**src/rtl/alu_seq.sv**
```systemverilog
// alu_seq: single-command sequencer around an external fixed-latency ALU.
// Owns the accumulator (A) and status (P) registers and returns one response per command.
module alu_seq #(
    parameter int ALU_LAT = 2
) (
    input  logic       clk_1,
    input  logic       rst,
    input  logic       req_valid,
    output logic       req_ready,
    input  logic [3:0] req_cmd,
    input  logic [7:0] req_operand,
    input  logic       req_acc,
    output logic [3:0] alu_op,
    output logic [7:0] alu_acc,
    output logic [7:0] alu_operand,
    output logic [7:0] alu_status,
    input  logic [7:0] alu_result,
    input  logic [7:0] alu_flags,
    output logic       rsp_valid,
    input  logic       rsp_ready,
    output logic [7:0] rsp_data,
    output logic [7:0] a_out,
    output logic [7:0] p_out
);

    localparam int CNT_W = $clog2(ALU_LAT + 1);

    localparam logic [3:0] CMD_ADD  = 4'd0;
    localparam logic [3:0] CMD_ADC  = 4'd1;
    localparam logic [3:0] CMD_SBC  = 4'd2;
    localparam logic [3:0] CMD_AND  = 4'd3;
    localparam logic [3:0] CMD_EOR  = 4'd4;
    localparam logic [3:0] CMD_ORA  = 4'd5;
    localparam logic [3:0] CMD_BIT  = 4'd6;
    localparam logic [3:0] CMD_ASL  = 4'd7;
    localparam logic [3:0] CMD_LSR  = 4'd8;
    localparam logic [3:0] CMD_ROL  = 4'd9;
    localparam logic [3:0] CMD_ROR  = 4'd10;
    localparam logic [3:0] CMD_PASS = 4'd11;
    localparam logic [3:0] CMD_CLC  = 4'd12;
    localparam logic [3:0] CMD_SEC  = 4'd13;
    localparam logic [3:0] CMD_CLV  = 4'd14;
    localparam logic [3:0] CMD_PLP  = 4'd15;

    // P bit order: C Z I D B - V N
    localparam logic [7:0] MASK_ARITH = 8'hC3;
    localparam logic [7:0] MASK_LOGIC = 8'h41;
    localparam logic [7:0] MASK_BIT   = 8'h43;
    localparam logic [7:0] MASK_SHIFT = 8'hC1;
    localparam logic [7:0] P_RESET    = 8'h20;
    localparam logic [7:0] P_RSVD_CLR = 8'hFB;

    typedef enum logic [1:0] {
        ST_IDLE = 2'd0,
        ST_WAIT = 2'd1,
        ST_RESP = 2'd2
    } state_t;

    function automatic logic is_shift(input logic [3:0] cmd);
        return (cmd >= CMD_ASL) && (cmd <= CMD_ROR);
    endfunction

    function automatic logic [7:0] flag_mask(input logic [3:0] cmd);
        logic [7:0] m;
        case (cmd)
            CMD_ADD, CMD_ADC, CMD_SBC:           m = MASK_ARITH;
            CMD_AND, CMD_EOR, CMD_ORA, CMD_PASS: m = MASK_LOGIC;
            CMD_BIT:                             m = MASK_BIT;
            CMD_ASL, CMD_LSR, CMD_ROL, CMD_ROR:  m = MASK_SHIFT;
            default:                             m = 8'h00;
        endcase
        return m;
    endfunction

    function automatic logic writes_acc(input logic [3:0] cmd, input logic acc_sel);
        logic w;
        case (cmd)
            CMD_ADD, CMD_ADC, CMD_SBC, CMD_AND,
            CMD_EOR, CMD_ORA, CMD_PASS:          w = 1'b1;
            CMD_ASL, CMD_LSR, CMD_ROL, CMD_ROR:  w = acc_sel;
            default:                             w = 1'b0;
        endcase
        return w;
    endfunction

    state_t           state_r;
    state_t           next_state_s;
    logic [CNT_W-1:0] cnt_r;
    logic [3:0]       cmd_r;
    logic             acc_sel_r;
    logic [1:0]       bit_nv_r;
    logic [7:0]       a_r;
    logic [7:0]       p_r;
    logic             req_ready_r;
    logic             rsp_valid_r;
    logic [7:0]       rsp_data_r;
    logic [3:0]       alu_op_r;
    logic [7:0]       alu_acc_r;
    logic [7:0]       alu_operand_r;
    logic [7:0]       alu_status_r;

    logic             accept_s;
    logic             commit_s;
    logic             flag_cmd_s;
    logic [7:0]       p_flag_s;
    logic [7:0]       calc_flags_s;
    logic [7:0]       p_commit_s;
    logic             a_write_s;
    logic             unused_flags_s;

    // ALU status bits other than C and V carry no meaning here
    assign unused_flags_s = ^{alu_flags[6:2], alu_flags[0]};

    assign flag_cmd_s = (req_cmd[3:2] == 2'b11);

    // Next-state decode and handshake strobes
    always_comb begin
        next_state_s = state_r;
        accept_s     = 1'b0;
        commit_s     = 1'b0;
        case (state_r)
            ST_IDLE: begin
                if (req_valid) begin
                    accept_s     = 1'b1;
                    next_state_s = flag_cmd_s ? ST_RESP : ST_WAIT;
                end else begin
                    next_state_s = ST_IDLE;
                end
            end
            ST_WAIT: begin
                if (cnt_r == CNT_W'(1)) begin
                    commit_s     = 1'b1;
                    next_state_s = ST_RESP;
                end else begin
                    next_state_s = ST_WAIT;
                end
            end
            ST_RESP: begin
                if (rsp_ready) begin
                    next_state_s = ST_IDLE;
                end else begin
                    next_state_s = ST_RESP;
                end
            end
            default: begin
                next_state_s = ST_IDLE;
            end
        endcase
    end

    // New P for the bypass commands, evaluated straight off the request
    always_comb begin
        p_flag_s = p_r;
        case (req_cmd)
            CMD_CLC: p_flag_s[7] = 1'b0;
            CMD_SEC: p_flag_s[7] = 1'b1;
            CMD_CLV: p_flag_s[1] = 1'b0;
            CMD_PLP: p_flag_s    = req_operand & P_RSVD_CLR;
            default: p_flag_s    = p_r;
        endcase
    end

    // Flags derived from the returned ALU result, merged under the op mask
    always_comb begin
        calc_flags_s    = 8'h00;
        calc_flags_s[7] = alu_flags[7];
        calc_flags_s[6] = (alu_result == 8'h00);
        if (cmd_r == CMD_BIT) begin
            calc_flags_s[1] = bit_nv_r[0];
            calc_flags_s[0] = bit_nv_r[1];
        end else begin
            calc_flags_s[1] = alu_flags[1];
            calc_flags_s[0] = alu_result[7];
        end
        p_commit_s = (p_r & ~flag_mask(cmd_r)) | (calc_flags_s & flag_mask(cmd_r));
        a_write_s  = writes_acc(cmd_r, acc_sel_r);
    end

    // FSM state register
    always_ff @(posedge clk_1 or negedge rst) begin
        if (!rst) begin
            state_r <= ST_IDLE;
        end else begin
            state_r <= next_state_s;
        end
    end

    // Command capture, ALU launch, countdown and architectural commit
    always_ff @(posedge clk_1 or negedge rst) begin
        if (!rst) begin
            cnt_r         <= '0;
            cmd_r         <= CMD_PASS;
            acc_sel_r     <= 1'b0;
            bit_nv_r      <= 2'b00;
            a_r           <= 8'h00;
            p_r           <= P_RESET;
            req_ready_r   <= 1'b1;
            rsp_valid_r   <= 1'b0;
            rsp_data_r    <= 8'h00;
            alu_op_r      <= CMD_PASS;
            alu_acc_r     <= 8'h00;
            alu_operand_r <= 8'h00;
            alu_status_r  <= P_RESET;
        end else begin
            req_ready_r <= (next_state_s == ST_IDLE);
            rsp_valid_r <= (next_state_s == ST_RESP);
            if (accept_s) begin
                cmd_r     <= req_cmd;
                acc_sel_r <= req_acc;
                bit_nv_r  <= req_operand[7:6];
                if (flag_cmd_s) begin
                    p_r        <= p_flag_s;
                    rsp_data_r <= p_flag_s;
                end else begin
                    alu_op_r      <= req_cmd;
                    alu_acc_r     <= a_r;
                    alu_operand_r <= (is_shift(req_cmd) && req_acc) ? a_r : req_operand;
                    alu_status_r  <= p_r;
                    cnt_r         <= CNT_W'(ALU_LAT);
                end
            end else if (state_r == ST_WAIT) begin
                cnt_r <= cnt_r - CNT_W'(1);
                if (commit_s) begin
                    p_r        <= p_commit_s;
                    rsp_data_r <= alu_result;
                    if (a_write_s) begin
                        a_r <= alu_result;
                    end
                end
            end
        end
    end

    assign req_ready   = req_ready_r;
    assign rsp_valid   = rsp_valid_r;
    assign rsp_data    = rsp_data_r;
    assign alu_op      = alu_op_r;
    assign alu_acc     = alu_acc_r;
    assign alu_operand = alu_operand_r;
    assign alu_status  = alu_status_r;
    assign a_out       = a_r;
    assign p_out       = p_r;

endmodule
```
**config.mk**
```make
export PLATFORM = sky130hd
export DESIGN_NAME = alu_seq
export DESIGN_NICKNAME = d
export VERILOG_FILES = /design/src/rtl/alu_seq.sv
export SDC_FILE = /design/constraint.sdc
export NUM_CORES = 1
export LEC_CHECK = 0
export ABC_AREA = 1
export CAP_MARGIN = 20
export CORE_MARGIN = 3
export CORE_UTILIZATION = 48
export DETAILED_ROUTE_END_ITERATION = 10
export HOLD_SLACK_MARGIN = 0.02
export PLACE_DENSITY = 0.81
export SLEW_MARGIN = 25
export SYNTH_ARGS = -nofsm -noshare
export SYNTH_HDL_FRONTEND = slang
export SYNTH_SLANG_ARGS = --single-unit
```
**constraint.sdc**
```tcl
create_clock -name clk_1 -period 1.55 [get_ports clk_1]
set_input_delay 0.155 -clock clk_1 [delete_from_list [all_inputs] [get_ports clk_1]]
set_output_delay 0.155 -clock clk_1 [all_outputs]
set_load 0.01 [all_outputs]
```
==> Flow_metrics.wiki, run 1 <==
{| class="wikitable"
! Metric !! Value
|-
| Clock Sink Count || 65
|-
| Max-capacitance violation count || 0
|-
| Die span in y || 87.9 um
|-
| Post-route cell area || 4440 um^2
|-
| Destination of the worst register-to-register timing path || alu_acc[7]
|-
| DR vias || 2983
|-
| Largest incremental delay on the critical path || 0.56 ns
|-
| Type of destination of the critical path || output port
|-
| Critical path cell sequence || clkdlybuf4s50_1
|-
| Number of clock buffers inserted by TritonCTS || 9
|-
| Maximum fanout count along the critical path || 3
|-
| IO Count || 87
|-
| DRC violations left || 0
|-
| Total die area || 7730 um^2
|-
| Data arrival at the endpoint of the critical path || 1.31 ns
|-
| Syn-to-layout area delta || 37.9%
|-
| Outcome || finished, final reports clean
|-
| IO buf count || 80
|-
| N_diodes || 0
|-
| Slew margin rel. || 77.7%
|-
| R2R setup slack || 0.11 ns
|-
| Buffer cell driving the clock tree root || sky130_fd_sc_hd__clkbuf_8
|-
| Die boundary width || 87.9 um
|-
| Placeable core area || 6420 um^2
|-
| Layout filler cell count || 528
|-
| GR Util All Layers || 24.3%
|-
| Final non-filler cell total || 582
|-
| Leakage dissipation || 2.25 nW
|-
| Initial Util || 50.2%
|-
| DPL Wire Length || 6470 um
|-
| Sum of negative setup slack || 0 ns
|-
| Combined buffer and inverter count along the critical path || 1
|-
| Post-layout minimum cycle time || 1.46 ns
|-
| Instance area after placement || 4220 um^2
|-
| Mean post-synth cell area || 8.12 um^2
|-
| DRT Pass-1 Iters || 4
|-
| Cell Rows || 29
|-
| CTS tree || built
|-
| Mapped Nets || 431
|-
| Setup violation total in the final timing report || 0
|-
| Cell depth of the worst flop-to-flop path || 7
|-
| Number of endpoints with negative hold slack in the final report || 0
|-
| Final ANT Viol Nets || 0
|-
| Final period utilization || 94.4%
|-
| Cell family contributing the most delay on the critical path || buffers and inverters
|-
| Clock buffer depth || 2
|-
| Slew at the pin closest to its max-slew limit || 0.335 ns
|-
| Average wire per standard cell || 14.9 um
|-
| Buffer count from post-CTS setup fixing || 0
|-
| Synth Cell Area || 3220 um^2
|-
| Wire length of the first global-routing pass || 14300 um
|-
| Setup crit start || a_out[7]
|-
| Critical path depth in cells || 1
|-
| Total power divided by cell area || 1900 nW/um^2
|-
| Htree depth || 3
|-
| Critical Path RT || 1.39 ns
|-
| CP startpoint kind || register
|-
| Register bit total from synthesis || 65
|-
| Setup repair after global routing missed its margin || false
|-
| Power consumption || 8.45 mW
|-
| Initial detailed-routing violation count || 255
|-
| Count of mapped cells out of synthesis || 397
|-
| Reg-to-reg startpoint || state_r[1]
|-
| Distinct cell type count of the synthesized netlist || 27
|-
| Skew-Pair Late Insertion Delay || 0.35 ns
|-
| Final wirelength || 8680 um
|-
| Yosys Warn Count || 0
|-
| Remaining global-route overflow || 0
|-
| Via density per instance || 5.13
|-
| VDD IR-drop max || 1.04 mV
|-
| Final clock skew || 0.0100 ns
|-
| Slew Viols, Final || 0
|-
| Number of global-route vias before repair || 2920
|-
| Placed Cells incl. Taps || 565
|-
| Initial antenna violation count || 0
|-
| Worst hold path class || in -> async
|-
| Maximum number of pins on one net before global-route repair || 66
|-
| Library cell contributing the largest single delay on the critical path || sky130_fd_sc_hd__clkdlybuf4s50_1
|-
| Proportion of layout cells with a drive suffix above 1 || 14.9%
|-
| Critical Setup Path Class || reg -> out
|-
| Sequential area share after synthesis || 50.8%
|-
| RePlAce Congestion || 0.944
|-
| Layout net count || 534
|-
| Fmax || 0.683 GHz
|-
| Worst-path clk slew || 0.07 ns
|}
==> cell families (layout without fill, tap and decap cells) <==
logic type,Yosys count,in the layout,synth area share [%]
fa+ha+maj,1,1,0.388
simple gates,224,224,31.0
buf+inv,61,169,9.36
compound gates,46,46,8.42
flops,65,65,50.8
==> Yosys cell counts <==
cell                       number  area, um^2
sky130_fd_sc_hd__o21ai_2        8        70.1
sky130_fd_sc_hd__nand2_2        6        37.5
sky130_fd_sc_hd__ha_1           1        12.5
sky130_fd_sc_hd__o21ai_0       13        65.1
sky130_fd_sc_hd__dfrtp_1       56        1400
sky130_fd_sc_hd__nor2_8         1        20.0
sky130_fd_sc_hd__nand3b_1       1        7.51
sky130_fd_sc_hd__buf_6          8        90.1
sky130_fd_sc_hd__nand2_4        2        22.5
sky130_fd_sc_hd__a21oi_2        1        8.76
sky130_fd_sc_hd__dfstp_2        9         236
sky130_fd_sc_hd__clkinv_4       2        17.5
sky130_fd_sc_hd__o21bai_1       1        7.51
sky130_fd_sc_hd__nor2_1        26        97.6
sky130_fd_sc_hd__nand3_2        1        10.0
sky130_fd_sc_hd__o211ai_1       2        15.0
sky130_fd_sc_hd__nor2_4         3        33.8
sky130_fd_sc_hd__o21ai_1       11        55.1
sky130_fd_sc_hd__nand3_4        1        17.5
sky130_fd_sc_hd__inv_1         47         176
sky130_fd_sc_hd__inv_2          2        7.51
sky130_fd_sc_hd__nand2_1      142         533
sky130_fd_sc_hd__buf_2          2        10.0
sky130_fd_sc_hd__nor2_2         3        18.8
sky130_fd_sc_hd__a21oi_1       10        50.1
sky130_fd_sc_hd__nand3_1       29         145
sky130_fd_sc_hd__nand4_1        9        56.3
==> routing by layer <==
metal | global-route usage (%) | vias up | wire length (um)
met3 | 3.57 | 18 | 544
met5 | 0 | - | 0
met4 | 11.6 | 0 | 157
met2 | 39.5 | 107 | 4170
li1 | - | 1468 | -
met1 | 32.1 | 1390 | 3800
==> sequential cells by signal (all words and copies together) (netlist names), named ones only <==
| signal | cells |
|---|---|
| p_out | 4 |
| cmd_r | 4 |
| state_r | 2 |
| alu_operand | 8 |
| rsp_valid | 1 |
| req_ready | 1 |
| cnt_r | 2 |
| acc_sel_r | 1 |
| bit_nv_r | 2 |
| alu_status | 8 |
| alu_acc | 8 |
| a_out | 8 |
| rsp_data | 8 |
| alu_op | 4 |
==> worst max-delay path by stage <==
stage	to
CTS	req_ready
global route	register
floorplan	register
finish	a_out[7]
detailed placement	register
global placement	register
==> power breakdown <==
| part | switching (mW) | internal (mW) |
|---|---|---|
| sequential | 0.537 | 2.53 |
| combinational | 2.04 | 1.84 |
| clock | 0.619 | 0.876 |
==> repair_timing <==
item / in CTS / in global routing
endpoints found under the hold margin: 56 / 0
pin swaps: 0 / 0
setup endpoints to repair: 5 / 5
resized for setup: 5 / 2
hold buffers: 1 / 0
gates cloned: 0 / 0
==> cells in the final DEF (no fill, tap or decap), types with 5 or more instances in the layout <==
cell / n
sky130_fd_sc_hd__o21ai_1: 11
sky130_fd_sc_hd__nor2_1: 26
sky130_fd_sc_hd__dfstp_2: 9
sky130_fd_sc_hd__nand4_1: 9
sky130_fd_sc_hd__inv_1: 47
sky130_fd_sc_hd__o21ai_2: 8
sky130_fd_sc_hd__nand3_1: 29
sky130_fd_sc_hd__clkdlybuf4s50_1: 73
sky130_fd_sc_hd__nand2_1: 142
sky130_fd_sc_hd__buf_4: 17
sky130_fd_sc_hd__clkbuf_8: 12
sky130_fd_sc_hd__o21ai_0: 13
sky130_fd_sc_hd__dlygate4sd2_1: 5
sky130_fd_sc_hd__a21oi_1: 10
sky130_fd_sc_hd__dfrtp_1: 56
sky130_fd_sc_hd__nand2_2: 5
==> final cells by class <==
type                            instances  area, um^2  share of cell area, %
Clock inverter                          2        37.5                  0.845
Clock buffer                           14         173                   3.89
Sequential cell                        65        1640                   36.9
Inverter                               51         201                   4.53
Multi-Input combinational cell        271        1290                   29.0
Timing Repair Buffer                  102        1010                   22.7
Tap cell                               77        96.3                   2.17
==> metrics by stage <==
| stage | setup slack, ns | util, % | hold WS (ns) |
|---|---|---|---|
| finish | 0.0865 | 69.2 | 0.350 |
| global route | 0.0158 | 69.2 | 0.369 |
| CTS | 0.00221 | 69.1 | 0.365 |
| detailed placement | -0.0569 | 65.8 | 0.197 |
| global placement | -0.00105 | 65.8 | 0.194 |
| floorplan | 0.308 | - | -0.141 |
Note: power is estimated with default switching activity, not from simulation.
==> run 2: changes to the inputs <==
Settings changed: CORE_MARGIN 3 to default.
==> run 2 against run 1 <==
The flow now finishes with violations (DRC); combinational power is essentially flat; first-iteration DRC count down 12%; register-to-register slack improved by 0.03 ns; utilization grew 0.86 points; critical endpoint is now a_out[4]; largest cell class unchanged; largest power group unchanged.
==> Flow_metrics.wiki, run 2 (same netlist as run 1, synthesis figures left out) <==
{| class="wikitable"
! Metric !! Value
|-
| Outcome || finished with violations
|-
| Failing checks || DRC
|-
| Most common library cell in the layout ignoring fill and taps || sky130_fd_sc_hd__nand2_1
|-
| Placed Cells incl. Taps || 565 (unchanged)
|-
| CTS tree || built
|-
| Worst-path clk slew || 0.08 ns (about the same)
|-
| Cell Rows || 29 (unchanged)
|-
| Number of global-route vias before repair || 3009 (+3.0%)
|-
| R2R setup slack || 0.14 ns (+0.03 ns)
|-
| Maximum fanout count along the critical path || 3 (unchanged)
|-
| Reg-to-reg startpoint || cmd_r[3]
|-
| Area of all sequential standard cells || 1640 um^2 (unchanged)
|-
| Data arrival at the endpoint of the critical path || 1.32 ns (about the same)
|-
| Fmax || 0.680 GHz (-0.49%)
|-
| Type of destination of the critical path || output port
|-
| CP startpoint kind || register
|-
| Critical Setup Path Class || reg -> out
|-
| DRT Pass-1 Iters || 8 (+4)
|-
| Htree depth || 3 (unchanged)
|-
| Cell depth of the worst flop-to-flop path || 6 (-1)
|-
| Cell family contributing the most delay on the critical path || buffers and inverters
|-
| Initial detailed-routing violation count || 225 (-12%)
|-
| Net switching component of the power || 3.25 mW (+1.4%)
|-
| Initial Util || 50.2% (unchanged)
|-
| Skew-Pair Late Insertion Delay || 0.35 ns (about the same)
|-
| RePlAce Congestion || 0.930 (-1.5%)
|-
| Max-capacitance violation count || 0 (unchanged)
|-
| DR vias || 3040 (+1.9%)
|-
| Total die area || 7050 um^2 (-8.9%)
|-
| DRC violations left || 16 (+16)
|-
| VDD IR-drop max || 1.12 mV (+7.8%)
|-
| Remaining global-route overflow || 0 (unchanged)
|-
| GR Util All Layers || 26.2% (+1.9 points)
|-
| Die span in y || 83.9 um (-4.5%)
|-
| Setup repair after global routing missed its margin || false
|-
| Multi-input gate area || 1290 um^2 (unchanged)
|-
| Wire length of the first global-routing pass || 14200 um (-0.63%)
|-
| Combinational cell fraction of total power || 44.2% (-1.8 points)
|-
| Final non-filler cell total || 582 (unchanged)
|-
| Highest-count cells in the layout ignoring fill and taps || 142 x sky130_fd_sc_hd__nand2_1, 73 x sky130_fd_sc_hd__clkdlybuf4s50_1, 56 x sky130_fd_sc_hd__dfrtp_1
|-
| Die boundary width || 83.9 um (-4.5%)
|-
| Syn-to-layout area delta || 39.6%
|-
| Slew at the pin closest to its max-slew limit || 0.338 ns (+0.00336 ns)
|-
| Buffer cell driving the clock tree root || sky130_fd_sc_hd__clkbuf_8
|-
| Setup crit start || a_out[4]
|-
| Final ANT Viol Nets || 0 (unchanged)
|-
| Initial antenna violation count || 0 (unchanged)
|-
| Leakage dissipation || 2.28 nW (+1.4%)
|-
| Critical Path RT || 1.39 ns (about the same)
|-
| Total power divided by cell area || 1940 nW/um^2 (+2.3%)
|-
| Clock buffer depth || 2 (unchanged)
|-
| Sequential share of power || 35.1% (-1.2 points)
|-
| IO Count || 87 (unchanged)
|-
| Number of clock buffers inserted by TritonCTS || 9 (unchanged)
|-
| Proportion of total power due to net switching || 37.1% (-0.76 points)
|-
| Post-layout minimum cycle time || 1.47 ns (+0.00724 ns)
|-
| Layout filler cell count || 505 (-4.4%)
|-
| Critical path depth in cells || 1 (unchanged)
|-
| Clock network fraction of total power || 20.7% (+3.0 points)
|-
| Sum of negative setup slack || 0 ns (unchanged)
|-
| Final wirelength || 8500 um (-2.0%)
|-
| Destination of the worst register-to-register timing path || a_out[5]
|-
| Critical path destination || a_out[4]
|-
| Final period utilization || 94.9% (+0.47 points)
|-
| Maximum number of pins on one net before global-route repair || 66 (unchanged)
|-
| Worst hold path class || in -> async
|-
| Placeable core area || 6420 um^2 (unchanged)
|-
| Combined buffer and inverter count along the critical path || 1 (unchanged)
|-
| Via density per instance || 5.22 (+1.9%)
|-
| Setup violation total in the final timing report || 0 (unchanged)
|-
| IO buf count || 80 (unchanged)
|-
| Library cell contributing the largest single delay on the critical path || sky130_fd_sc_hd__clkdlybuf4s50_1
|-
| Average wire per standard cell || 14.6 um (-2.0%)
|-
| Layout net count || 534 (unchanged)
|-
| Slew Viols, Final || 0 (unchanged)
|-
| Final clock skew || 0.00791 ns (-0.00212 ns)
|-
| Cell Int Power || 5.50 mW (+4.8%)
|-
| Largest incremental delay on the critical path || 0.56 ns (about the same)
|-
| Critical path cell sequence || clkdlybuf4s50_1
|-
| Proportion of layout cells with a drive suffix above 1 || 15.2% (+0.40 points)
|-
| N_diodes || 0 (unchanged)
|-
| Number of endpoints with negative hold slack in the final report || 0 (unchanged)
|-
| DPL Wire Length || 6270 um (-3.0%)
|-
| Slew margin rel. || 77.4% (-0.22 points)
|-
| Clock Sink Count || 65 (unchanged)
|}
## run 2: worst min-delay path by stage
stage	depth (start not counted)	startpoint	endpoint	slack, ns
after floorplan	0	rst	async pin	-0.14
after global placement	2	rst	alu_operand[3]	0.19
after detailed placement	2	rst	alu_operand[2]	0.20
after CTS	3	rst	alu_operand[2]	0.38
after global routing	3	rst	alu_acc[3]	0.40
final	3	rst	alu_operand[2]	0.36
## run 2: power groups by stage
stage          Combinational, mW  Clock, mW  Sequential, mW
2_1_floorplan               1.80          0            3.28
4_1_cts                     3.88       1.82            3.06
6_report                    3.87       1.81            3.07
5_1_grt                     4.24       1.90            3.15
3_3_place_gp                3.77          0            3.05
3_5_place_dp                3.87          0            3.08
## run 2: layout make-up
type	count	share of cell area, %
well taps	77	2.14
inverters	51	4.48
clock buffers	10	3.06
multi-input cells	271	28.6
repair buffers	102	22.7
flip-flops and latches	65	36.4
clock inverters	6	2.56
## run 2: metal layers
layer / share of wire (%) / vias to the layer above / GRT usage (%)
met4: 2.8 / 0 / 12.1
met3: 7.5 / 27 / 5.74
met2: 48 / 139 / 42.5
li1: - / 1458 / -
met5: 0 / - / 0
met1: 41 / 1416 / 33.5
## run 2: repair_timing
| action | in CTS | in global routing |
|---|---|---|
| setup endpoints to repair | 5 | 8 |
| setup buffers | 0 | 0 |
| gates cloned | 0 | 0 |
| hold endpoints to repair | 56 | 0 |
| resized for setup | 5 | 2 |
| hold buffers | 1 | 0 |
## run 2: worst min-delay path, stage by stage
cell and delay (ns):
sky130_fd_sc_hd__dlygate4sd3_1 0.53, sky130_fd_sc_hd__buf_2 0.12, sky130_fd_sc_hd__buf_12 0.31
## run 2: through the flow
stage                     total power, mW  util (%)  hold WS, ns  instance area (um^2)  setup WS [ns]
final                                8.75      70.1        0.360                  4500         0.0793
after global routing                 9.29      70.1        0.404                  4500         0.0136
after CTS                            8.76      69.9        0.376                  4490        0.00348
after detailed placement             6.95      65.9        0.197                  4240        -0.0250
after global placement               6.82      65.9        0.195                  4240       -0.00688
after floorplan                      5.08         -       -0.141                  3220          0.308
